==> src/rtl/vc_router_pkg.sv <==
// Shared definitions for the VC-to-destination router.
//   ARB_MODE_PRIO / ARB_MODE_RR : arbitration mode selectors
//   clog2()                     : pointer width helper (never returns 0)
package vc_router_pkg;

  localparam int ARB_MODE_PRIO = 0;
  localparam int ARB_MODE_RR   = 1;

  // Bits needed to index 'value' entries. The result is at least 1, so a
  // pointer is never zero-width.
  function automatic int clog2(input int value);
    int result;
    int v;
    result = 0;
    v      = value - 1;
    while (v > 0) begin
      result++;
      v = v >> 1;
    end
    return (result == 0) ? 1 : result;
  endfunction

endpackage

==> src/rtl/vc_dest_router_rr_arbiter.sv <==
// Single-destination arbiter, purely combinational.
//   req      in  N      requesting VCs
//   ptr      in  PTR_W  registered round-robin pointer (ignored in priority mode)
//   grant    out N      one-hot grant, all zero when nothing requests
//   next_ptr out PTR_W  winner+1 wrapped, or ptr unchanged when there is no grant
module rr_arbiter
  import vc_router_pkg::*;
#(
  parameter int N    = 2,
  parameter int MODE = ARB_MODE_PRIO,
  localparam int PTR_W = clog2(N)
) (
  input  logic [N-1:0]     req,
  input  logic [PTR_W-1:0] ptr,
  output logic [N-1:0]     grant,
  output logic [PTR_W-1:0] next_ptr
);

  always_comb begin
    int  start;
    int  idx;
    logic found;
    // NOTE: every combinational output gets a default before any branch;
    // otherwise an untaken path would hold its value and infer a latch.
    grant    = '0;
    next_ptr = ptr;
    found    = 1'b0;
    idx      = 0;
    start    = (MODE == ARB_MODE_RR) ? int'(ptr) : 0;
    // Scan N slots beginning at 'start'; the first requester found wins.
    for (int off = 0; off < N; off++) begin
      idx = (start + off) % N;
      if (!found && req[idx]) begin
        found      = 1'b1;
        grant[idx] = 1'b1;
        next_ptr   = (idx == N - 1) ? '0 : PTR_W'(idx + 1);
      end
    end
  end

endmodule

==> src/rtl/vc_dest_router.sv <==
// Steers head-of-line words from NUM_VC show-ahead VC FIFOs to NUM_DEST
// destination FIFOs, selected by a field inside each word.
//   clk, reset  rising-edge clock, synchronous active-high reset
//   vc_data     head word per VC, VC i at [i*DATA_W +: DATA_W]
//   vc_empty    VC FIFO empty flags
//   vc_pop      combinational pop strobes (forced low during reset)
//   dest_afull  destination almost-full flags, sampled in the grant cycle
//   dest_data   registered word per destination, held when not pushing
//   dest_push   registered push strobe per destination
//   err_pulse   registered one-cycle pulse per VC whose word was dropped
//   err_sticky  set by any drop, cleared only by reset
//   drop_count  saturating count of dropped words
module vc_dest_router
  import vc_router_pkg::*;
#(
  parameter int DATA_W   = 6,
  parameter int NUM_VC   = 2,
  parameter int NUM_DEST = 2,
  parameter int DEST_LSB = 4,
  parameter int DEST_W   = 1,
  parameter int ARB_MODE = ARB_MODE_PRIO,
  parameter int CNT_W    = 8
) (
  input  logic                       clk,
  input  logic                       reset,
  input  logic [NUM_VC*DATA_W-1:0]   vc_data,
  input  logic [NUM_VC-1:0]          vc_empty,
  output logic [NUM_VC-1:0]          vc_pop,
  input  logic [NUM_DEST-1:0]        dest_afull,
  output logic [NUM_DEST*DATA_W-1:0] dest_data,
  output logic [NUM_DEST-1:0]        dest_push,
  output logic [NUM_VC-1:0]          err_pulse,
  output logic                       err_sticky,
  output logic [CNT_W-1:0]           drop_count
);

  localparam int PTR_W = clog2(NUM_VC);
  // Room for drop_count plus up to NUM_VC (<= 8) simultaneous drops.
  localparam int SUM_W = CNT_W + 4;

  logic [DEST_W-1:0] dest_sel [NUM_VC];
  logic [NUM_VC-1:0] invalid;
  logic [NUM_VC-1:0] req      [NUM_DEST];
  logic [NUM_VC-1:0] grant    [NUM_DEST];
  logic [PTR_W-1:0]  rr_ptr   [NUM_DEST];
  logic [PTR_W-1:0]  next_ptr [NUM_DEST];
  logic [DATA_W-1:0] sel_word [NUM_DEST];
  logic [SUM_W-1:0]  drop_sum;
  logic [CNT_W-1:0]  drop_next;

  // Destination decode; an out-of-range field marks the head word for dropping.
  always_comb begin
    for (int i = 0; i < NUM_VC; i++) begin
      dest_sel[i] = vc_data[i*DATA_W + DEST_LSB +: DEST_W];
      invalid[i]  = !vc_empty[i] && (int'(dest_sel[i]) >= NUM_DEST);
    end
  end

  // Request matrix: a full destination simply sees no request this cycle,
  // so it never holds up VCs heading elsewhere.
  always_comb begin
    for (int d = 0; d < NUM_DEST; d++) begin
      for (int i = 0; i < NUM_VC; i++) begin
        req[d][i] = !vc_empty[i] && !invalid[i] &&
                    (int'(dest_sel[i]) == d) && !dest_afull[d];
      end
    end
  end

  for (genvar g = 0; g < NUM_DEST; g++) begin : g_arb
    rr_arbiter #(
      .N    (NUM_VC),
      .MODE (ARB_MODE)
    ) u_arb (
      .req      (req[g]),
      .ptr      (rr_ptr[g]),
      .grant    (grant[g]),
      .next_ptr (next_ptr[g])
    );
  end

  // Each VC requests a single destination, so the grants are disjoint and
  // OR-ing them cannot pop a VC twice.
  always_comb begin
    vc_pop = invalid;
    for (int d = 0; d < NUM_DEST; d++) vc_pop = vc_pop | grant[d];
    if (reset) vc_pop = '0;
  end

  always_comb begin
    for (int d = 0; d < NUM_DEST; d++) begin
      sel_word[d] = '0;
      for (int i = 0; i < NUM_VC; i++) begin
        if (grant[d][i]) sel_word[d] = sel_word[d] | vc_data[i*DATA_W +: DATA_W];
      end
    end
  end

  // Saturating add of all drops seen this cycle.
  always_comb begin
    drop_sum = SUM_W'(drop_count);
    for (int i = 0; i < NUM_VC; i++) drop_sum = drop_sum + SUM_W'(invalid[i]);
    drop_next = (drop_sum > SUM_W'({CNT_W{1'b1}})) ? {CNT_W{1'b1}}
                                                   : drop_sum[CNT_W-1:0];
  end

  // NOTE: state is updated with non-blocking assignments so every register
  // samples pre-edge values regardless of statement order.
  always_ff @(posedge clk) begin
    if (reset) begin
      // NOTE: the pointer array is small control state and is reset
      // explicitly; it is not a data memory that could be left unreset.
      dest_push  <= '0;
      dest_data  <= '0;
      err_pulse  <= '0;
      err_sticky <= 1'b0;
      drop_count <= '0;
      for (int d = 0; d < NUM_DEST; d++) rr_ptr[d] <= '0;
    end else begin
      err_pulse  <= invalid;
      drop_count <= drop_next;
      if (|invalid) err_sticky <= 1'b1;
      for (int d = 0; d < NUM_DEST; d++) begin
        dest_push[d] <= |grant[d];
        if (|grant[d]) dest_data[d*DATA_W +: DATA_W] <= sel_word[d];
        if (ARB_MODE == ARB_MODE_RR) rr_ptr[d] <= next_ptr[d];
      end
    end
  end

endmodule

==> config.mk <==
export PLATFORM = sky130hd
export DESIGN_NAME = vc_dest_router
export DESIGN_NICKNAME = d
export VERILOG_FILES = /design/src/rtl/vc_router_pkg.sv /design/src/rtl/vc_dest_router_rr_arbiter.sv /design/src/rtl/vc_dest_router.sv
export SDC_FILE = /design/constraint.sdc
export NUM_CORES = 1
export LEC_CHECK = 0
export ABC_AREA = 1
export BUFFER_PORTS_ARGS = -buffer_cell sky130_fd_sc_hd__buf_2
export CAP_MARGIN = 20
export CORE_ASPECT_RATIO = 0.8
export CORE_UTILIZATION = 46
export DETAILED_ROUTE_END_ITERATION = 6
export PLACE_DENSITY = 0.82
export SLEW_MARGIN = 15
export SYNTH_ARGS = -nofsm -noshare
export SYNTH_HDL_FRONTEND = slang
export SYNTH_SLANG_ARGS = --single-unit
==> constraint.sdc <==
create_clock -name clk -period 2.75 [get_ports clk]
set_clock_uncertainty 0.2 [all_clocks]
set_input_delay 0.55 -clock clk [delete_from_list [all_inputs] [get_ports clk]]
set_output_delay 0.55 -clock clk [all_outputs]
set_load 0.02 [all_outputs]
Word level (Yosys, flattened, before mapping) --
Cells that the tools add are included.
Word-level totals: register bits 15, input bits 18, output and inout bits 27
Cells by class: magnitude comparators 1, muxes and demuxes 9, bitwise operators 5, reductions and logical operators 18
Operator list (number):
- two-way mux 6 bit | 4
- bitwise OR 6 bit | 2
- logical AND 1 bit | 10
- > comparator 8 bit (second input constant) | 1
- logical NOT 1 bit | 6
- two-way mux 1 bit | 4
- OR reduction 2 bit | 2
- two-way mux 2 bit | 1
- inverter 1 bit | 2
- bitwise OR 2 bit | 1

Depth between registers and ports, before layout --
depth after elaboration 9, depth in mapped cells 7, gate-level depth less buffers 7

By module --
A second synthesis with hierarchy kept.
Unflattened totals: cells, all modules 128, area, all modules 864.6 um^2
By module, submodules not included:
- vc_dest_router | instances 1, cells an instance 116, area an instance 812.0 um^2, seq. area each 280.3 um^2
- rr_arbiter | instances 2, cells an instance 6, area an instance 26.3 um^2, seq. area each 0.0 um^2

Worst setup path before layout --
No wires, ideal clock.
kind input port to output port, from input vc_empty[1], to output vc_pop[1], arrival time 1183 ps, data required time 2000 ps, setup slack 817 ps, stages 3, path buffers 0, cell sequence nor2_4 > nand3_1 > a21oi_1
Between the ends: cells in the longest elaborated chain, start to end 7, elaborated cells on any way between the ends 11, those cells by class mux: 3; bitwise: 1; reduce/logical: 7
RTL lines:
- start: declaration | line vc_dest_router.sv:27 | input logic [NUM_VC-1:0] vc_empty,
- logical NOT 1 bit * | line vc_dest_router.sv:64 | req[d][i] = !vc_empty[i] && !invalid[i] &&
- logical AND 1 bit | line vc_dest_router.sv:64
- logical AND 1 bit | line vc_dest_router.sv:65 | (int'(dest_sel[i]) == d) && !dest_afull[d];
- logical AND 1 bit | line vc_dest_router_rr_arbiter.sv:33 | if (!found && req[idx]) begin
- two-way mux 1 bit | line vc_dest_router_rr_arbiter.sv:33
- bitwise OR 2 bit * | line vc_dest_router.sv:86 | for (int d = 0; d < NUM_DEST; d++) vc_pop = vc_pop | grant[d];
- two-way mux 2 bit * | line vc_dest_router.sv:87 | if (reset) vc_pop = '0;
- end: declaration | line vc_dest_router.sv:28 | output logic [NUM_VC-1:0] vc_pop,
Mark *: on every way between the ends. The rest lies on a longest branch, timed or not.

Final worst setup path --
Same ends and word-level chain as after synthesis.

==> results.cfg <==
[run_status]
run_status = complete, no violations

[clock_network]
cts_setup_buffers = 0
cts_made_buffers = 3
cts_buffer_depth = 2
cts_sinks = 14
cts_tree = done
post_cts_resized = 0
clkTransAtPathRegs_ps = 80
htreeDepth = 1
insertion_delay_ps = 280
cts_root_buf = clkbuf_4
postCtsHoldBufs = 0

[floorplanning]
num_io_pins = 45
die_area_um2 = 1970
core_area_um2 = 1660
die_w_um = 49.4
rows = 13
initial_core_util_pct = 49.8
die_height_um = 39.9

[layout]
fillerInstances = 167
layout.nets = 167
n_antenna_cell = 0
final_layout_size_suffix_gt1_share_pct = 35.4
areaGrowthSynthToFinish_pct = 19.2
final_util_pct = 59.4

[route]
first_pass_iters = 4
routed_via_density = 4.92
routed_wirelength_um = 1800
drt-initial-drc-count = 23
avgRoutedWirePerCell_um = 10.6
routed-via-count = 831
drtAntennaViolNets = 0
drc = 0

[yosys]
synthCells = 113
yosys_most_used_dff = dfxtp_1
synth_most_common_cell = nand3_1
synth_async_sr_flop_share_pct = 0
yosys_warnings = 0
avgSynthCellArea_um2 = 7.31
yosysSeqAreaShare_pct = 33.9
synth_common_cells = nand3_1 (23), nand2_1 (21), dfxtp_1 (14)
ys_types = 18
synth_top_area_share_pct = 33.9
yosys-top-cells-area = dfxtp_1 (34%), nand3_1 (14%), buf_4 (10%), nand2_1 (9.5%), nand4_1 (7.6%)
syn_area_um2 = 826
synth_area_leader_cell = dfxtp_1
ys_seq_elements = 14
synth_edf_count = 0

[global_routing]
grt_start_max_net_pins = 12
antenna_found_initial = 0
track_usage_pct = 20.6
grt_pass1_vias = 716
grt_pass1_wl_um = 2920
grt_overflow = 0

[power_and_ir_drop]
seq_power_share_pct = 49.5
ir_drop_mv = 0.254
power_density_nw_per_um2 = 445
p_int_mw = 0.297
power_mw = 0.438
switching_share_pct = 32.3
power.share.clock_pct = 26.0
net-switching-power_mw = 0.142
leakage_nw = 0.588
p_comb_share_pct = 24.5

[worst_setup_path]
crit_path_start_kind = input pin
rrSetupSlack_ps = 1890
cp-startpoint = vc_empty[1]
criticalPathCategory = in -> out
endpoint = vc_pop[1]
reg2reg_from = dest_data[6]
timing.critical_path.arrival_ps = 1330
reg2reg_to = dest_data[6]
crit_fanout = 7
end_kind = primary output
r2r_cells = 4
cp.required_ps = 2000

[sta]
min_period_ps = 2080
setup_viol = 0
rsz0062_at_grt = false
max_clock_freq_mhz = 482
fin_tns_setup_ps = 0
slew_viol_final = 0
hold_viol_final = 0
period_share_pct = 75.5

[placement]
dp_hpwl_um = 1440
routabilityCongestion = 0.854
portBuffers = 33

[flow_run]
maxCapViolations = 0

[hold_path]
hp-class = reg -> reg
-- per-layer routing --
layer | part of all wire, % | track usage [%] | routed length, um | vias up
met1 | 42 | 21.6 | 752 | 377
li1 | - | - | - | 421
met2 | 50 | 40.4 | 901 | 33
met5 | 0 | 0 | 0 | -
met3 | 8.0 | 5.81 | 144 | 0
met4 | 0 | 7.86 | 0 | 0
-- worst min path at each step --
stage	startpoint	end	slack, ps	cells after the start
after detailed placement	dest_data[10]	dest_data[10]	240	1
after global routing	dest_data[4]	dest_data[4]	290	2
after floorplan	dest_data[4]	dest_data[4]	340	2
after CTS	dest_data[10]	dest_data[10]	260	1
after global placement	dest_data[10]	dest_data[10]	230	1
final	dest_data[10]	dest_data[10]	250	1
-- final cells by class --
type	count	area, um^2	share of cell area [%]
flip-flops and latches	14	280	28.5
clock buffers	3	22.5	2.29
inverters	19	71.3	7.24
multi-input cells	78	418	42.4
well taps	22	27.5	2.80
repair buffers	33	165	16.8
-- cells in the final DEF (no fill, tap or decap) --
cell type,Yosys,layout
clkbuf_4,0,3
nand2_2,1,1
nand2_1,21,21
dfxtp_1,14,14
a21oi_2,1,1
nand2_4,1,1
nand3_4,2,2
conb_1,1,11
buf_2,0,33
inv_2,8,8
nand4_1,10,10
nor2_4,2,2
inv_1,11,11
nand3_1,23,23
nand3_2,1,1
nor2_1,1,1
a21o_1,1,1
a21oi_1,3,3
-- state kept, by name, summed over array words and instances, names as in the netlist --
| signal | cells |
|---|---|
| dest_data | 12 |
| dest_push | 2 |
-- metrics by stage --
step                hold slack (ps)  setup slack (ps)  instance area, um^2  std cells
global placement                230               687                  962        166
finish                          254               674                  985        169
global route                    291               626                  985        169
detailed placement              236               688                  962        166
CTS                             255               685                  985        169
floorplan                       335               817                  863        123
-- power by group through the flow --
stage / clock network [mW] / logic (mW) / registers (mW)
after floorplan: 0 / 0.0706 / 0.235
after global placement: 0 / 0.105 / 0.221
after detailed placement: 0 / 0.106 / 0.222
after CTS: 0.118 / 0.107 / 0.217
after global routing: 0.129 / 0.118 / 0.219
final: 0.114 / 0.107 / 0.217
-- logic make-up (layout without fill, tap and decap cells) --
family / count (synthesis) / count (layout) / share of synthesized area [%]
and+or+nand+nor: 62 / 62 / 41.8
buffers and inverters: 31 / 55 / 20.0
DFF: 14 / 14 / 33.9
AOI/OAI and AO/OA: 5 / 5 / 3.79
other: 1 / 11 / 0.454
-- critical path: stages --
cell	delay (ps)
buf_2	140
nor2_4	210
nand3_1	100
a21oi_1	140
buf_2	180
(Power assumes the default switching activity.)
